===== config.mk =====
export PLATFORM = sky130hd
export DESIGN_NAME = ps2_key_decoder
export DESIGN_NICKNAME = d
export VERILOG_FILES = /design/src/rtl/ps2_key_decoder.sv
export SDC_FILE = /design/constraint.sdc
export NUM_CORES = 1
export LEC_CHECK = 0
export CAP_MARGIN = 15
export CORE_ASPECT_RATIO = 0.75
export CORE_MARGIN = 4
export CORE_UTILIZATION = 49
export DETAILED_ROUTE_END_ITERATION = 8
export GPL_ROUTABILITY_DRIVEN = 0
export PLACE_DENSITY = 0.75
export SETUP_SLACK_MARGIN = 0.3
export SLEW_MARGIN = 20
export SYNTH_ARGS = -nofsm -noshare
export SYNTH_HDL_FRONTEND = slang
export SYNTH_SLANG_ARGS = --single-unit

===== constraint.sdc =====
create_clock -name clk -period 1.85 [get_ports clk]
set_clock_uncertainty 0.1 [all_clocks]
set_input_delay 0.2775 -clock clk [delete_from_list [all_inputs] [get_ports clk]]
set_output_delay 0.2775 -clock clk [all_outputs]
set_load 0.02 [all_outputs]

===== src/rtl/ps2_key_decoder.sv =====
// ps2_key_decoder
//
// Purpose:
//   Consumes PS/2 Set-2 scan-code bytes from the frame deserializer. It parses
//   make/break sequences with the E0 (extended) and F0 (break) prefixes and
//   keeps held/released state for two players' five game keys each.
//
// Ports:
//   clk        in   1  system clock
//   rst        in   1  synchronous reset, active-high, overrides every input
//   code       in   8  received scan-code byte, qualified by code_valid
//   code_valid in   1  single-cycle strobe, one per received byte
//   p1keys     out  5  player-1 held keys {fire,right,left,down,up}
//   p2keys     out  5  player-2 held keys {fire,right,left,down,up}
//   debugLEDs  out  8  last fully resolved (non-prefix) code byte
//   key_event  out  1  one-cycle pulse when a mapped key bit toggles
//
// Parameters:
//   TIMEOUT_CYCLES  cycles a prefix state waits for the next byte before
//                   falling back to idle
//   CNT_W           width of the timeout counter
//
// Configuration macro:
//   KEYPAD_ALIAS_EN  when defined, non-extended 75/72/6B/74 (numeric keypad
//                    8/2/4/6 with NumLock on) also drive p2 up/down/left/right.
//
// Timing: a byte strobed in one cycle is reflected on all outputs one clock
// edge later. All outputs are registered.

module ps2_key_decoder #(
  parameter int unsigned TIMEOUT_CYCLES = 1000000,
  parameter int unsigned CNT_W          = $clog2(TIMEOUT_CYCLES + 1)
) (
  input  logic       clk,
  input  logic       rst,
  input  logic [7:0] code,
  input  logic       code_valid,
  output logic [4:0] p1keys,
  output logic [4:0] p2keys,
  output logic [7:0] debugLEDs,
  output logic       key_event
);

  // Bit positions inside a player's key vector.
  localparam int unsigned KeyUp    = 0;
  localparam int unsigned KeyDown  = 1;
  localparam int unsigned KeyLeft  = 2;
  localparam int unsigned KeyRight = 3;
  localparam int unsigned KeyFire  = 4;

  localparam logic [CNT_W-1:0] CntLast = CNT_W'(TIMEOUT_CYCLES - 1);

  // The encoding is {break, extended}, so each state records the prefixes
  // seen so far in the current sequence.
  typedef enum logic [1:0] {
    StIdle   = 2'b00,
    StExt    = 2'b01,
    StBrk    = 2'b10,
    StExtBrk = 2'b11
  } state_e;

  state_e           r_state;
  logic [CNT_W-1:0] r_cnt;
  logic [4:0]       r_p1;
  logic [4:0]       r_p2;
  logic [7:0]       r_dbg;
  logic             r_key_event;

  logic       w_is_e0;
  logic       w_is_f0;
  logic       w_is_ignored;
  logic       w_is_error;
  logic       w_ext;
  logic       w_brk;
  logic [4:0] w_p1_mask;
  logic [4:0] w_p2_mask;
  logic [4:0] w_p1_next;
  logic [4:0] w_p2_next;

  // Byte classification.
  always_comb begin
    w_is_e0      = (code == 8'hE0);
    w_is_f0      = (code == 8'hF0);
    // Ack, BAT pass, echo and the pause prefix carry no key information.
    w_is_ignored = (code == 8'hFA) || (code == 8'hAA) ||
                   (code == 8'hEE) || (code == 8'hE1);
    // Keyboard buffer overrun: held-key state can no longer be trusted.
    w_is_error   = (code == 8'h00) || (code == 8'hFF);
    w_ext        = (r_state == StExt) || (r_state == StExtBrk);
    w_brk        = (r_state == StBrk) || (r_state == StExtBrk);
  end

  // Key map. A mapped code selects one bit in exactly one player's vector.
  // A code with the wrong extension leaves both masks at zero.
  always_comb begin
    w_p1_mask = '0;
    w_p2_mask = '0;
    if (!w_ext) begin
      unique case (code)
        8'h1D:   w_p1_mask[KeyUp]    = 1'b1;
        8'h1B:   w_p1_mask[KeyDown]  = 1'b1;
        8'h1C:   w_p1_mask[KeyLeft]  = 1'b1;
        8'h23:   w_p1_mask[KeyRight] = 1'b1;
        8'h29:   w_p1_mask[KeyFire]  = 1'b1;
        8'h5A:   w_p2_mask[KeyFire]  = 1'b1;
`ifdef KEYPAD_ALIAS_EN
        8'h75:   w_p2_mask[KeyUp]    = 1'b1;
        8'h72:   w_p2_mask[KeyDown]  = 1'b1;
        8'h6B:   w_p2_mask[KeyLeft]  = 1'b1;
        8'h74:   w_p2_mask[KeyRight] = 1'b1;
`endif
        default: ;
      endcase
    end else begin
      unique case (code)
        8'h75:   w_p2_mask[KeyUp]    = 1'b1;
        8'h72:   w_p2_mask[KeyDown]  = 1'b1;
        8'h6B:   w_p2_mask[KeyLeft]  = 1'b1;
        8'h74:   w_p2_mask[KeyRight] = 1'b1;
        8'h5A:   w_p2_mask[KeyFire]  = 1'b1;
        default: ;
      endcase
    end
  end

  // Resolve: make sets the mapped bit and break clears it. Setting or
  // clearing a bit that is already in that state is a no-op. This is what
  // keeps typematic repeats from producing key_event pulses.
  always_comb begin
    w_p1_next = w_brk ? (r_p1 & ~w_p1_mask) : (r_p1 | w_p1_mask);
    w_p2_next = w_brk ? (r_p2 & ~w_p2_mask) : (r_p2 | w_p2_mask);
  end

  always_ff @(posedge clk) begin
    if (rst) begin
      r_state     <= StIdle;
      r_cnt       <= '0;
      r_p1        <= '0;
      r_p2        <= '0;
      r_dbg       <= '0;
      r_key_event <= 1'b0;
    end else begin
      r_key_event <= 1'b0;
      if (code_valid) begin
        // A byte always restarts the timeout. When it lands on the expiry
        // cycle it is still processed in the current prefix state.
        r_cnt <= '0;
        if (w_is_e0 || w_is_f0) begin
          unique case (r_state)
            StIdle:   r_state <= w_is_e0 ? StExt : StBrk;
            StExt:    r_state <= w_is_f0 ? StExtBrk : StExt;
            StBrk:    r_state <= w_is_e0 ? StExtBrk : StBrk;
            StExtBrk: r_state <= StExtBrk;
            default:  r_state <= StIdle;
          endcase
        end else if (w_is_ignored) begin
          r_state <= StIdle;
        end else if (w_is_error) begin
          r_state     <= StIdle;
          r_p1        <= '0;
          r_p2        <= '0;
          r_dbg       <= code;
          r_key_event <= |{r_p1, r_p2};
        end else begin
          r_state     <= StIdle;
          r_p1        <= w_p1_next;
          r_p2        <= w_p2_next;
          r_dbg       <= code;
          r_key_event <= (w_p1_next != r_p1) || (w_p2_next != r_p2);
        end
      end else if (r_state == StIdle) begin
        r_cnt <= '0;
      end else if (r_cnt == CntLast) begin
        // The keyboard abandoned the sequence. Drop the prefix without
        // changing any key state.
        r_state <= StIdle;
        r_cnt   <= '0;
      end else begin
        r_cnt <= r_cnt + CNT_W'(1);
      end
    end
  end

  assign p1keys    = r_p1;
  assign p2keys    = r_p2;
  assign debugLEDs = r_dbg;
  assign key_event = r_key_event;

endmodule

# Word-level counts from Yosys, hierarchy flattened
# Index checks and enable logic that the tools add are counted.
# word_totals
mem_bits_ro	0
ram_bits	0
latchBits	0
inputBits	11
mem_count	0
word_cells	81
ff_bits	41
output_inout_bits	19
# op_classes
n_reduce_logical	16
mul	0
n_addsub	1
n_mux	25
magnitude_cmp	0
div_mod_pow	0
eq_ne	24
bitwise_logic	9
n_shift	0
# op_table
operator	n
equality test 8 bit (second input constant)	7
equality test 8 x 7 -> 1 bit (second input constant)	5
two-way mux 5 bit	5
equality test 8 x 5 -> 1 bit (second input constant)	3
adder 20 x 1 -> 20 bit (second input constant)	1
equality test 20 bit (second input constant)	1
equality test 8 x 6 -> 1 bit (second input constant)	2
two-way mux 1 bit	12
two-way mux 2 bit	6
AND 5 bit	2
!= test 5 bit	2
NOT 5 bit	2
bitwise OR 5 bit	2
OR reduction 10 bit	1
zero test 8 bit	1
logical OR 1 bit	8
case mux 2 bit (4 select lines)	1
OR reduction 4 bit	2
equality test 2 bit (second input constant)	2
two-way mux 4 bit	1
NOT 1 bit	3
AND reduction 3 bit	1
equality test 2 x 1 -> 1 bit (second input constant)	1
zero test 2 bit	1
3 further kinds	3

# Longest topological paths before layout
# depth
word_depth	9
depth_mapped	9
depth_no_buf	6

# Worst setup path after synthesis
# OpenSTA, ideal clock, no wires.
# synth_path
path_kind	input to register
start	in code[1]
end	reg r_key_event (netlist: key_event)
setup_time_ns	0.120
cell_stages	7
path_slack_ns	0.004
n_path_buf	1
arrival_ns	1.626
t_required_ns	1.630
path_cell_list	buf_2 and2_1 and3_1 a32oi_1 o31ai_1 a211o_1 o31a_1
# synth_between
elab_chain_cells	9
elab_cells_between_ends	48
cone_classes	19 x eq/ne; 15 x mux; 6 x bitwise; 8 x reduce/logical
# synth_lines
item	line	rtl
start: declaration	36	input logic [7:0] code,
equality test 8 x 5 -> 1 bit, or another cell as far along	99	unique case (code)
two-way mux 1 bit, on equally long branches	99, 115	
two-way mux 5 bit or two-way mux 4 bit (tied branches)	98	if (!w_ext) begin
NOT 5 bit, on equally long branches	130, 131	
AND 5 bit, on equally long branches	130, 131	
two-way mux 5 bit, on equally long branches	130, 131	
!= test 5 bit	169	r_key_event <= (w_p1_next != r_p1) || (w_p2_next != r_p2);
logical OR 1 bit	169	
two-way mux 1 bit	158	end else if (w_is_error) begin
end signal: assignment	163	r_key_event <= |{r_p1, r_p2};
end signal: assignment	169	
end: declaration	67	logic r_key_event;
# Several ways; a longest one is shown, not always the timed one.
# A chain may end at the register's enable or synchronous reset.

# Worst setup path in the final report
# layout_path
start	reg r_cnt[2]
end	reg r_cnt[19]
# layout_between
elab_chain_cells	2
elab_cells_between_ends	3
cone_classes	1 x add/sub; 1 x eq/ne; 1 x reduce/logical
# layout_lines
item	line	rtl
start: declaration	63	logic [CNT_W-1:0] r_cnt;
start signal: assignment	179	r_cnt <= r_cnt + CNT_W'(1);
branches (longest 2 deep; another with adder 20 x 1 -> 20 bit)	-	
# Parallel ways; which one is timed is not known.

==> flow_metrics.py <==
metrics = {
    "die": {
        "rows": 20,
        "coreArea_mm2": 0.004204,
        "die_y_um": 66.37,
        "pin_count": 30,
        "fp.dieW_um": 85.83,
        "dieArea_mm2": 0.005696,
        "initial_utilization_pct": 52.95,
    },
    "layout": {
        "drive_above_1_share_pct": 45.53,
        "syn2layout_area_growth_pct": 54.92,
        "antennaDiodeCount": 0,
        "final_core_util_pct": 82.02,
        "stdcell_count": 413,
        "final_nets": 369,
    },
    "pwr": {
        "p_int_w": 0.001450,
        "combPwrFrac_pct": 16.0,
        "switching_share_pct": 26.26,
        "p_sw_w": 0.0005164,
        "clkPwrFrac_pct": 38.2,
        "power.density_mw_per_mm2": 570.2,
        "seqPwrFrac_pct": 45.8,
        "p_leak_nw": 1.360,
        "ir_drop_mv": 0.4388,
        "power_w": 0.001966,
    },
    "detailed_routing": {
        "postRouteAntennaNets": 0,
        "dr.pass1.iters": 5,
        "num_vias": 2603,
        "first_iter_violations": 416,
        "routed_wl_mm": 8.278,
        "wl_per_cell_um": 20.04,
        "drcViolationCount": 0,
        "drt-vias-per-instance": 6.303,
    },
    "cts": {
        "clk_pin_slew_ps": 80,
        "ctsHoldBuffers": 0,
        "htree_num_levels": 2,
        "cts_inserted_buffers": 5,
        "root_buffer": "clkbuf_8",
        "ctsLongestPathBuffers": 2,
        "clock_latency_ps": 300,
        "cts_tree": "built",
        "clock_sinks": 41,
    },
    "synth": {
        "synth_edf_count": 0,
        "ys_types": 45,
        "synth_cells": 265,
        "syn_avg_cell_area_um2": 8.400,
        "synth_nets": 277,
        "synth-seq-area-share_pct": 36.87,
        "yosys.area.top_type": "dfxtp_1",
        "ys_seq_elements": 41,
        "async_reset_ff_share_pct": 0,
        "yosys-top-cells-area": "dfxtp_1, nor2_1, o32ai_2",
        "synth_ff_type": "dfxtp_1",
        "synth.cell_area_mm2": 0.002226,
        "synth_top_area_share_pct": 36.87,
        "yosys_warnings": 0,
    },
    "worst_setup_path": {
        "arrival_ps": 1880,
        "startpoint_type": "register",
        "critPathMaxFanout": 8,
        "crit_required_ps": 1940,
        "path_class": "reg -> reg",
        "endpoint_kind": "register",
    },
    "grt": {
        "grt_pass1_wl_mm": 11.17,
        "grt_overflow": 0,
        "antenna_found_initial": 0,
        "grt_max_degree": 14,
        "grt.total_usage_pct": 25.14,
        "first_global_vias": 2301,
    },
    "sta": {
        "finalCritPeriodShare_pct": 96.52,
        "hold-worst-slack_ps": 328.2,
        "maxSlewViolCount": 0,
        "timing.fmax_mhz": 560.1,
        "slew_headroom_pct": 69.66,
        "finalHoldViolations": 0,
        "period_needed_ps": 1786,
        "max_slew.worst_pin.slew_ps": 450.9,
        "rsz0062_at_grt": "true",
        "setup_viol": 0,
        "worst_slack_ps": 64.47,
    },
    "placed_design": {
        "post-place-ws_ps": -522.1,
        "portBuffers": 29,
        "dp_hpwl_mm": 4.296,
        "dp.cells": 382,
    },
    "run": {
        "drv_cap": 0,
    },
    "outcome": {
        "outcome": "complete, no violations",
    },
    "hold_path": {
        "hold_class": "in -> reg",
    },
}
## critical path: stages, from the launching register on
cell	delay [ps]
dfxtp_4	360
and3_4	190
and4_4	240
nand4_1	100
buf_6	160
nor3_1	290
xnor2_1	180
nor2_1	70
## power groups by stage
stage	Clock (W)	Combinational, W	Sequential (W)
3_3_place_gp	0	0.000241	0.000923
5_1_grt	0.000786	0.000330	0.000903
6_report	0.000750	0.000315	0.000901
4_1_cts	0.000744	0.000251	0.000902
3_5_place_dp	0	0.000243	0.000923
2_1_floorplan	0	0.000109	0.000938
## cell usage in the layout, fill, tap and decap left out, types with 8 or more instances in the layout
| cell | instances |
|---|---|
| nand3_1 | 13 |
| nor2_1 | 31 |
| dlygate4sd2_1 | 19 |
| inv_1 | 11 |
| o32ai_2 | 9 |
| dfxtp_2 | 10 |
| mux2i_1 | 8 |
| nand4_1 | 9 |
| nand2_1 | 15 |
| a21oi_2 | 14 |
| nor2_2 | 8 |
| dfxtp_1 | 30 |
| buf_6 | 12 |
| xor2_1 | 11 |
| buf_4 | 61 |
## sequential cells by signal, indices dropped and copies added, names as in the netlist
name and flops:
p2keys 5, key_event 1, p1keys 5, r_state 2, debugLEDs 8, r_cnt 20
## final timing paths
check,startpoint,end,slack (ps),depth (start not counted)
setup / recovery,r_cnt[2],r_cnt[19],60,7
hold / removal,code[2],debugLEDs[2],330,4
setup reg to reg,r_cnt[2],r_cnt[19],60,7
hold reg to reg,r_cnt[0],r_cnt[0],370,1
## layout make-up
type / instances / area (um^2)
multi-input combinational: 199 / 1563
sequential: 41 / 837.1
timing repair buffer: 99 / 827.0
fill: 239 / 755.7
clock buffer: 6 / 72.57
tap: 55 / 68.82
inverter: 11 / 41.29
clock inverter: 2 / 38.79
## stage by stage
| stage | instance area, um^2 | setup TNS (ps) |
|---|---|---|
| 2_1_floorplan | 2282 | 0 |
| 3_3_place_gp | 2913 | -8228 |
| 3_5_place_dp | 2913 | -8915 |
| 4_1_cts | 3143 | 0 |
| 5_1_grt | 3448 | -16.36 |
| 6_report | 3448 | 0 |
## routing by layer
| layer | part of all wire, % | GRT usage [%] | vias up |
|---|---|---|---|
| met5 | 0 | 0 | - |
| met4 | 3.4 | 8.103 | 0 |
| met3 | 12 | 6.476 | 33 |
| met2 | 44 | 38.08 | 207 |
| met1 | 41 | 34.71 | 1215 |
| li1 | - | - | 1148 |
## cell families after synthesis
| family | count (synthesis) | share of synthesized area (%) |
|---|---|---|
| AO/OA/AOI/OAI | 50 | 18.78 |
| XOR/XNOR | 15 | 5.902 |
| adder cells (fa/ha/maj) | 1 | 0.5620 |
| buffers and inverters | 28 | 5.790 |
| flip-flops | 41 | 36.87 |
| multiplexers | 9 | 4.047 |
| AND/OR/NAND/NOR | 121 | 28.05 |
## synth_stat cells (2+ instances only)
cell / count
dfxtp_1: 41
nor2_1: 40
nand2_1: 17
a21oi_1: 16
nand3_1: 13
xor2_1: 12
inv_1: 11
mux2i_1: 9
nand4_1: 9
o32ai_2: 9
and3_1: 8
clkbuf_1: 8
buf_2: 7
nor2b_1: 6
nor4_1: 5
o21ai_0: 5
o22ai_1: 5
or3_1: 5
nor3_1: 4
nor3b_1: 3
xnor2_1: 3
a32oi_1: 2
and2_1: 2
and4_1: 2
buf_6: 2
nor4bb_1: 2
## what timing repair did
item / in CTS / in global routing
gates cloned: 3 / 1
setup endpoints to repair: 60 / 41
pin swaps: 13 / 18
setup buffers: 9 / 10
gates resized for setup: 63 / 66
No activity file was read; power rests on OpenSTA's default activity.
